[src/rtl/vsa_ifetch_buffer.sv]
// Two-entry instruction fetch buffer sitting between the processor pc and a
// slow instruction ROM. A hit returns the buffered word combinationally. A
// miss issues a demand fetch. A hit can also trigger a sequential prefetch of
// pc+2. Only one ROM transaction is ever in flight.
module vsa_ifetch_buffer #(
    parameter int PREFETCH_EN = 1
) (
    input  logic        clock,
    input  logic        reset_n,
    input  logic [4:0]  pc,
    input  logic        flush,
    output logic [11:0] instruction,
    output logic        inst_valid,
    output logic        mem_req,
    output logic [4:0]  mem_addr,
    input  logic        mem_ack,
    input  logic [11:0] mem_rdata
);

    typedef enum logic [1:0] {
        IDLE     = 2'd0,
        DEMAND   = 2'd1,
        PREFETCH = 2'd2
    } fetchState;

    fetchState   stateReg, stateNext;

    logic [1:0]  validReg, validNext;
    logic [4:0]  tagReg  [0:1];
    logic [4:0]  tagNext [0:1];
    logic [11:0] dataReg [0:1];
    logic [11:0] dataNext[0:1];
    logic        ptrReg, ptrNext;
    logic        memReqReg, memReqNext;
    logic [4:0]  memAddrReg, memAddrNext;
    // Set when a flush lands while a transaction is in flight.
    // The returning data is then stale and must not be written.
    logic        discardReg, discardNext;
    // Low for the first edge after reset so no request goes out on that edge.
    logic        readyReg;

    logic [4:0]  pcPlus2;
    logic [1:0]  hitVec;
    logic [1:0]  nextHitVec;
    logic        victim;

    // Sequential address wraps naturally in 5 bits (30 -> 0, 31 -> 1)
    assign pcPlus2 = pc + 5'd2;

    // Per-entry tag compare against pc and against the prefetch candidate
    generate
        for (genvar gi = 0; gi < 2; gi++) begin : gCompare
            assign hitVec[gi]     = validReg[gi] && (tagReg[gi] == pc);
            assign nextHitVec[gi] = validReg[gi] && (tagReg[gi] == pcPlus2);
        end
    endgenerate

    // Read port: return the hitting entry's word, or zero on a miss
    always_comb begin
        instruction = 12'h000;
        if (hitVec[0]) begin
            instruction = dataReg[0];
        end else if (hitVec[1]) begin
            instruction = dataReg[1];
        end
    end

    assign inst_valid = |hitVec;
    assign mem_req    = memReqReg;
    assign mem_addr   = memAddrReg;

    // Victim choice: fill a free slot first. Otherwise follow the pointer,
    // but never evict the word the processor is currently executing.
    always_comb begin
        victim = 1'b0;
        if (!validReg[0]) begin
            victim = 1'b0;
        end else if (!validReg[1]) begin
            victim = 1'b1;
        end else if (tagReg[ptrReg] == pc) begin
            victim = ~ptrReg;
        end else begin
            victim = ptrReg;
        end
    end

    // Next-state and fill logic for the fetch FSM
    always_comb begin
        stateNext   = stateReg;
        validNext   = validReg;
        tagNext     = tagReg;
        dataNext    = dataReg;
        ptrNext     = ptrReg;
        memReqNext  = memReqReg;
        memAddrNext = memAddrReg;
        discardNext = discardReg;

        case (stateReg)
            IDLE: begin
                if (flush) begin
                    validNext = 2'b00;
                end else if (readyReg) begin
                    if (!inst_valid) begin
                        stateNext   = DEMAND;
                        memReqNext  = 1'b1;
                        memAddrNext = pc;
                    end else if ((PREFETCH_EN != 0) && !(|nextHitVec)) begin
                        stateNext   = PREFETCH;
                        memReqNext  = 1'b1;
                        memAddrNext = pcPlus2;
                    end
                end
            end

            DEMAND, PREFETCH: begin
                if (mem_ack) begin
                    if (!flush && !discardReg) begin
                        validNext[victim] = 1'b1;
                        tagNext[victim]   = memAddrReg;
                        dataNext[victim]  = mem_rdata;
                        ptrNext           = ~victim;
                    end
                    memReqNext  = 1'b0;
                    discardNext = 1'b0;
                    stateNext   = IDLE;
                end else if (flush) begin
                    discardNext = 1'b1;
                end
                if (flush) begin
                    validNext = 2'b00;
                end
            end

            default: begin
                stateNext  = IDLE;
                memReqNext = 1'b0;
            end
        endcase
    end

    // State register. Reset abandons any transaction immediately.
    always_ff @(posedge clock or negedge reset_n) begin
        if (!reset_n) begin
            stateReg   <= IDLE;
            validReg   <= 2'b00;
            tagReg[0]  <= 5'd0;
            tagReg[1]  <= 5'd0;
            dataReg[0] <= 12'h000;
            dataReg[1] <= 12'h000;
            ptrReg     <= 1'b0;
            memReqReg  <= 1'b0;
            memAddrReg <= 5'd0;
            discardReg <= 1'b0;
            readyReg   <= 1'b0;
        end else begin
            stateReg   <= stateNext;
            validReg   <= validNext;
            tagReg     <= tagNext;
            dataReg    <= dataNext;
            ptrReg     <= ptrNext;
            memReqReg  <= memReqNext;
            memAddrReg <= memAddrNext;
            discardReg <= discardNext;
            readyReg   <= 1'b1;
        end
    end

endmodule

[config.mk]
export PLATFORM = sky130hd
export DESIGN_NAME = vsa_ifetch_buffer
export DESIGN_NICKNAME = d
export VERILOG_FILES = /design/src/rtl/vsa_ifetch_buffer.sv
export SDC_FILE = /design/constraint.sdc
export NUM_CORES = 1
export LEC_CHECK = 0
export BUFFER_PORTS_ARGS = -buffer_cell sky130_fd_sc_hd__clkbuf_2
export CORE_ASPECT_RATIO = 1.75
export CORE_UTILIZATION = 49
export DETAILED_ROUTE_END_ITERATION = 10
export GPL_ROUTABILITY_DRIVEN = 1
export PLACE_DENSITY = 0.71
export RECOVER_POWER = 25
export SLEW_MARGIN = 20
export SYNTH_ARGS = -nofsm -noshare
export SYNTH_HDL_FRONTEND = slang
export SYNTH_SLANG_ARGS = --single-unit
[constraint.sdc]
create_clock -name clock -period 2.3 [get_ports clock]
set_input_delay 0.23 -clock clock [delete_from_list [all_inputs] [get_ports clock]]
set_output_delay 0.23 -clock clock [all_outputs]
set_load 0.01 [all_outputs]
==> impl_metrics.json <==
{
  "layout_min_cycle_time_ns": 2.18,
  "crit_path_top_delay_cell": "dfrtp_1",
  "ys_warn_count": 0,
  "hold_depth": 2,
  "synthToLayoutAreaGrowth_pct": 18.3,
  "drive_gt1_frac": 0.350,
  "ios": 40,
  "htreeDepth": 2,
  "drv_slew": 0,
  "cap_violations": 0,
  "synth_edf_count": 0,
  "fin_crit_sh": 0.947,
  "yosys_most_used_dff": "dfrtp_1",
  "p_per_area_nw_per_um2": 870,
  "n_antenna_cell": 0,
  "grt_max_degree": 34,
  "irDropWorstVdd_uv": 593,
  "synth_nets": 247,
  "rows": 33,
  "fp.coreArea_um2": 4750,
  "finalHoldViolCount": 0,
  "skew_ns": 0.00868,
  "path_class": "register to output pin",
  "antenna_found_initial": 0,
  "fp.dieW_um": 55.6,
  "cts_buffer_depth": 2,
  "leakage_nw": 1.35,
  "port-buffer-count": 39,
  "arrival_ns": 1.95,
  "placed_cell_area_um2": 2730,
  "critical-path-top-delay-family": "simple AND/OR/NAND/NOR gates",
  "first_global_vias": 1897,
  "fin_setup_tns_ns": 0,
  "layout_setup_ws_ns": 0.121,
  "wirelength_mm": 5.40,
  "initial_core_util": 0.519,
  "worst-path-buf-inv": 2,
  "cp.depth": 7,
  "final_cell_area_um2": 2910,
  "postSynthAreaPerCell_um2": 11.0,
  "hold_path.class": "input port to register",
  "cts-root-buf": "clkbuf_8",
  "dr.pass1.iters": 4,
  "cts_made_buffers": 5,
  "end_kind": "output pin",
  "post-place-ws_ns": 0.121,
  "max_freq_mhz": 459,
  "die_h_um": 95.8,
  "status": "finished, final reports clean",
  "avgRoutedWirePerCell_um": 16.4,
  "drtAntennaViolNets": 0,
  "required_ns": 2.07,
  "drt-initial-drc-count": 30,
  "fin_util": 0.614,
  "r2r_cells": 8,
  "seq_area_frac_synth": 0.478,
  "nets": 299,
  "vias": 1902,
  "fillCellCount": 423,
  "netlist_instances": 224,
  "grt_first_pass_wirelength_mm": 8.72,
  "met1_length_mm": 2.07,
  "via_per_inst": 5.78,
  "finalPower_mw": 2.53,
  "synthArstFlopShare": 1.00,
  "grt_overflow": 0,
  "hold_slack_ns": 0.136,
  "die_area_um2": 5320,
  "setup_viol": 0,
  "dr_wl_met2_mm": 2.84,
  "worstSetupStartpointType": "register",
  "clk_pin_slew_ns": 0.09,
  "dp.cells": 313,
  "cts_tree": "done",
  "worstMarginPinSlew_ns": 0.804,
  "clkLatencyLatePin_ns": 0.30,
  "gp_congestion": 0.876,
  "cpPeakStageDelay_ns": 0.43,
  "path_max_fanout": 24,
  "route.detailed.drc": 0,
  "fin_cells": 329,
  "ys_types": 49,
  "groute.usage.overall": 0.215,
  "relSlewSlack": 0.464,
  "dr_wl_met3_um": 176,
  "cp_cell_sequence": "xor2_1 -> nor4_2 -> and3_4 -> buf_12 -> nand2_1 -> o21ai_1 -> buf_2",
  "top_layer_used": "met4",
  "synth_area_um2": 2460,
  "hpwl_mm": 3.84,
  "cts_sinks": 47,
  "synth_seq_cells": 47
}
-- layer usage --
layer	GRT usage	vias to the layer above
li1	-	891
met1	0.237	927
met2	0.373	56
met3	0.0269	28
met4	0.169	0
met5	0	-
-- synth_stat cells (3+ instances only) --
cell | instances | area share
xnor2_1 | 7 | 0.025
xor2_1 | 6 | 0.021
nor3_1 | 6 | 0.012
or3_1 | 4 | 0.010
o21ai_0 | 16 | 0.033
mux2_2 | 25 | 0.11
nor2_1 | 7 | 0.011
mux2_1 | 9 | 0.041
a21oi_1 | 5 | 0.010
buf_2 | 4 | 0.0081
o21a_1 | 3 | 0.0091
nand2_1 | 28 | 0.043
dfrtp_1 | 47 | 0.48
nand4_1 | 4 | 0.010
clkbuf_1 | 4 | 0.0061
inv_1 | 5 | 0.0076
-- kinds of logic (layout without fill, tap and decap cells) --
| family | count (synthesis) | in the layout | share of synthesized area |
|---|---|---|---|
| buffers and inverters | 18 | 71 | 0.0386 |
| AOI/OAI and AO/OA | 46 | 46 | 0.134 |
| other | 1 | 1 | 0.00152 |
| and+or+nand+nor | 60 | 60 | 0.117 |
| adders and majority gates | 2 | 2 | 0.0102 |
| xor gates and xnor gates | 15 | 15 | 0.0595 |
| muxes | 35 | 35 | 0.162 |
| DFF | 47 | 47 | 0.478 |
-- final timing paths --
check / start / to / slack, ns
worst min register to register: dataReg[4] / dataReg[4] / 0.50
worst min-delay path: mem_ack / discardReg / 0.14
worst max register to register: tagReg[0] / tagReg[5] / 0.17
worst max-delay path: tagReg[8] / instruction[11] / 0.12
max in group asynchronous: reset_n / tagReg[8] / 0.51
min in group asynchronous: reset_n / dataReg[3] / 0.52
-- state kept, by name, indices dropped and copies added, names as in the netlist --
register	flops
dataReg	24
discardReg	1
mem_addr	5
mem_req	1
ptrReg	1
readyReg	1
stateReg	2
tagReg	10
validReg	2
-- final cells by class --
class | instances | area, um^2 | share of cell area
clock buffers | 5 | 68.8 | 0.0236
clock inverters | 3 | 15.0 | 0.00515
multi-input cells | 159 | 1220 | 0.417
well taps | 52 | 65.1 | 0.0223
flip-flops and latches | 47 | 1180 | 0.404
inverters | 6 | 22.5 | 0.00773
repair buffers | 57 | 350 | 0.120
-- cells in the final DEF (no fill, tap or decap), types with 2 or more instances in the layout --
| cell type | count |
|---|---|
| nand4_1 | 4 |
| nor2b_1 | 2 |
| o21ai_0 | 15 |
| inv_1 | 5 |
| nand2b_1 | 2 |
| or3_1 | 4 |
| xor2_1 | 6 |
| nand3_1 | 2 |
| clkbuf_1 | 7 |
| mux2_2 | 25 |
| nand2_1 | 28 |
| dfrtp_1 | 47 |
| clkinv_2 | 3 |
| a22o_1 | 2 |
| buf_12 | 2 |
| nor3_1 | 5 |
| nor2_1 | 6 |
| clkbuf_2 | 32 |
| mux2_1 | 9 |
| a21oi_2 | 2 |
| xnor2_1 | 7 |
| o2111ai_1 | 2 |
| xnor2_2 | 2 |
| ha_1 | 2 |
| o21ai_1 | 2 |
| clkbuf_8 | 5 |
| o21a_1 | 3 |
| a21oi_1 | 5 |
| buf_4 | 13 |
-- timing repair --
item                       4_1_cts  5_1_grt
hold buffers                     1        0
setup buffers                    3        4
resized for setup                4        6
setup endpoints to repair       12       30
hold endpoints to repair        14        0
pin swaps                        3        5
-- power by group --
group          switching (mW)  leakage (nW)  internal (mW)
sequential              0.210         0.600           1.10
clock                   0.280        0.0477          0.209
combinational           0.338         0.704          0.397
(Power assumes the default switching activity.)
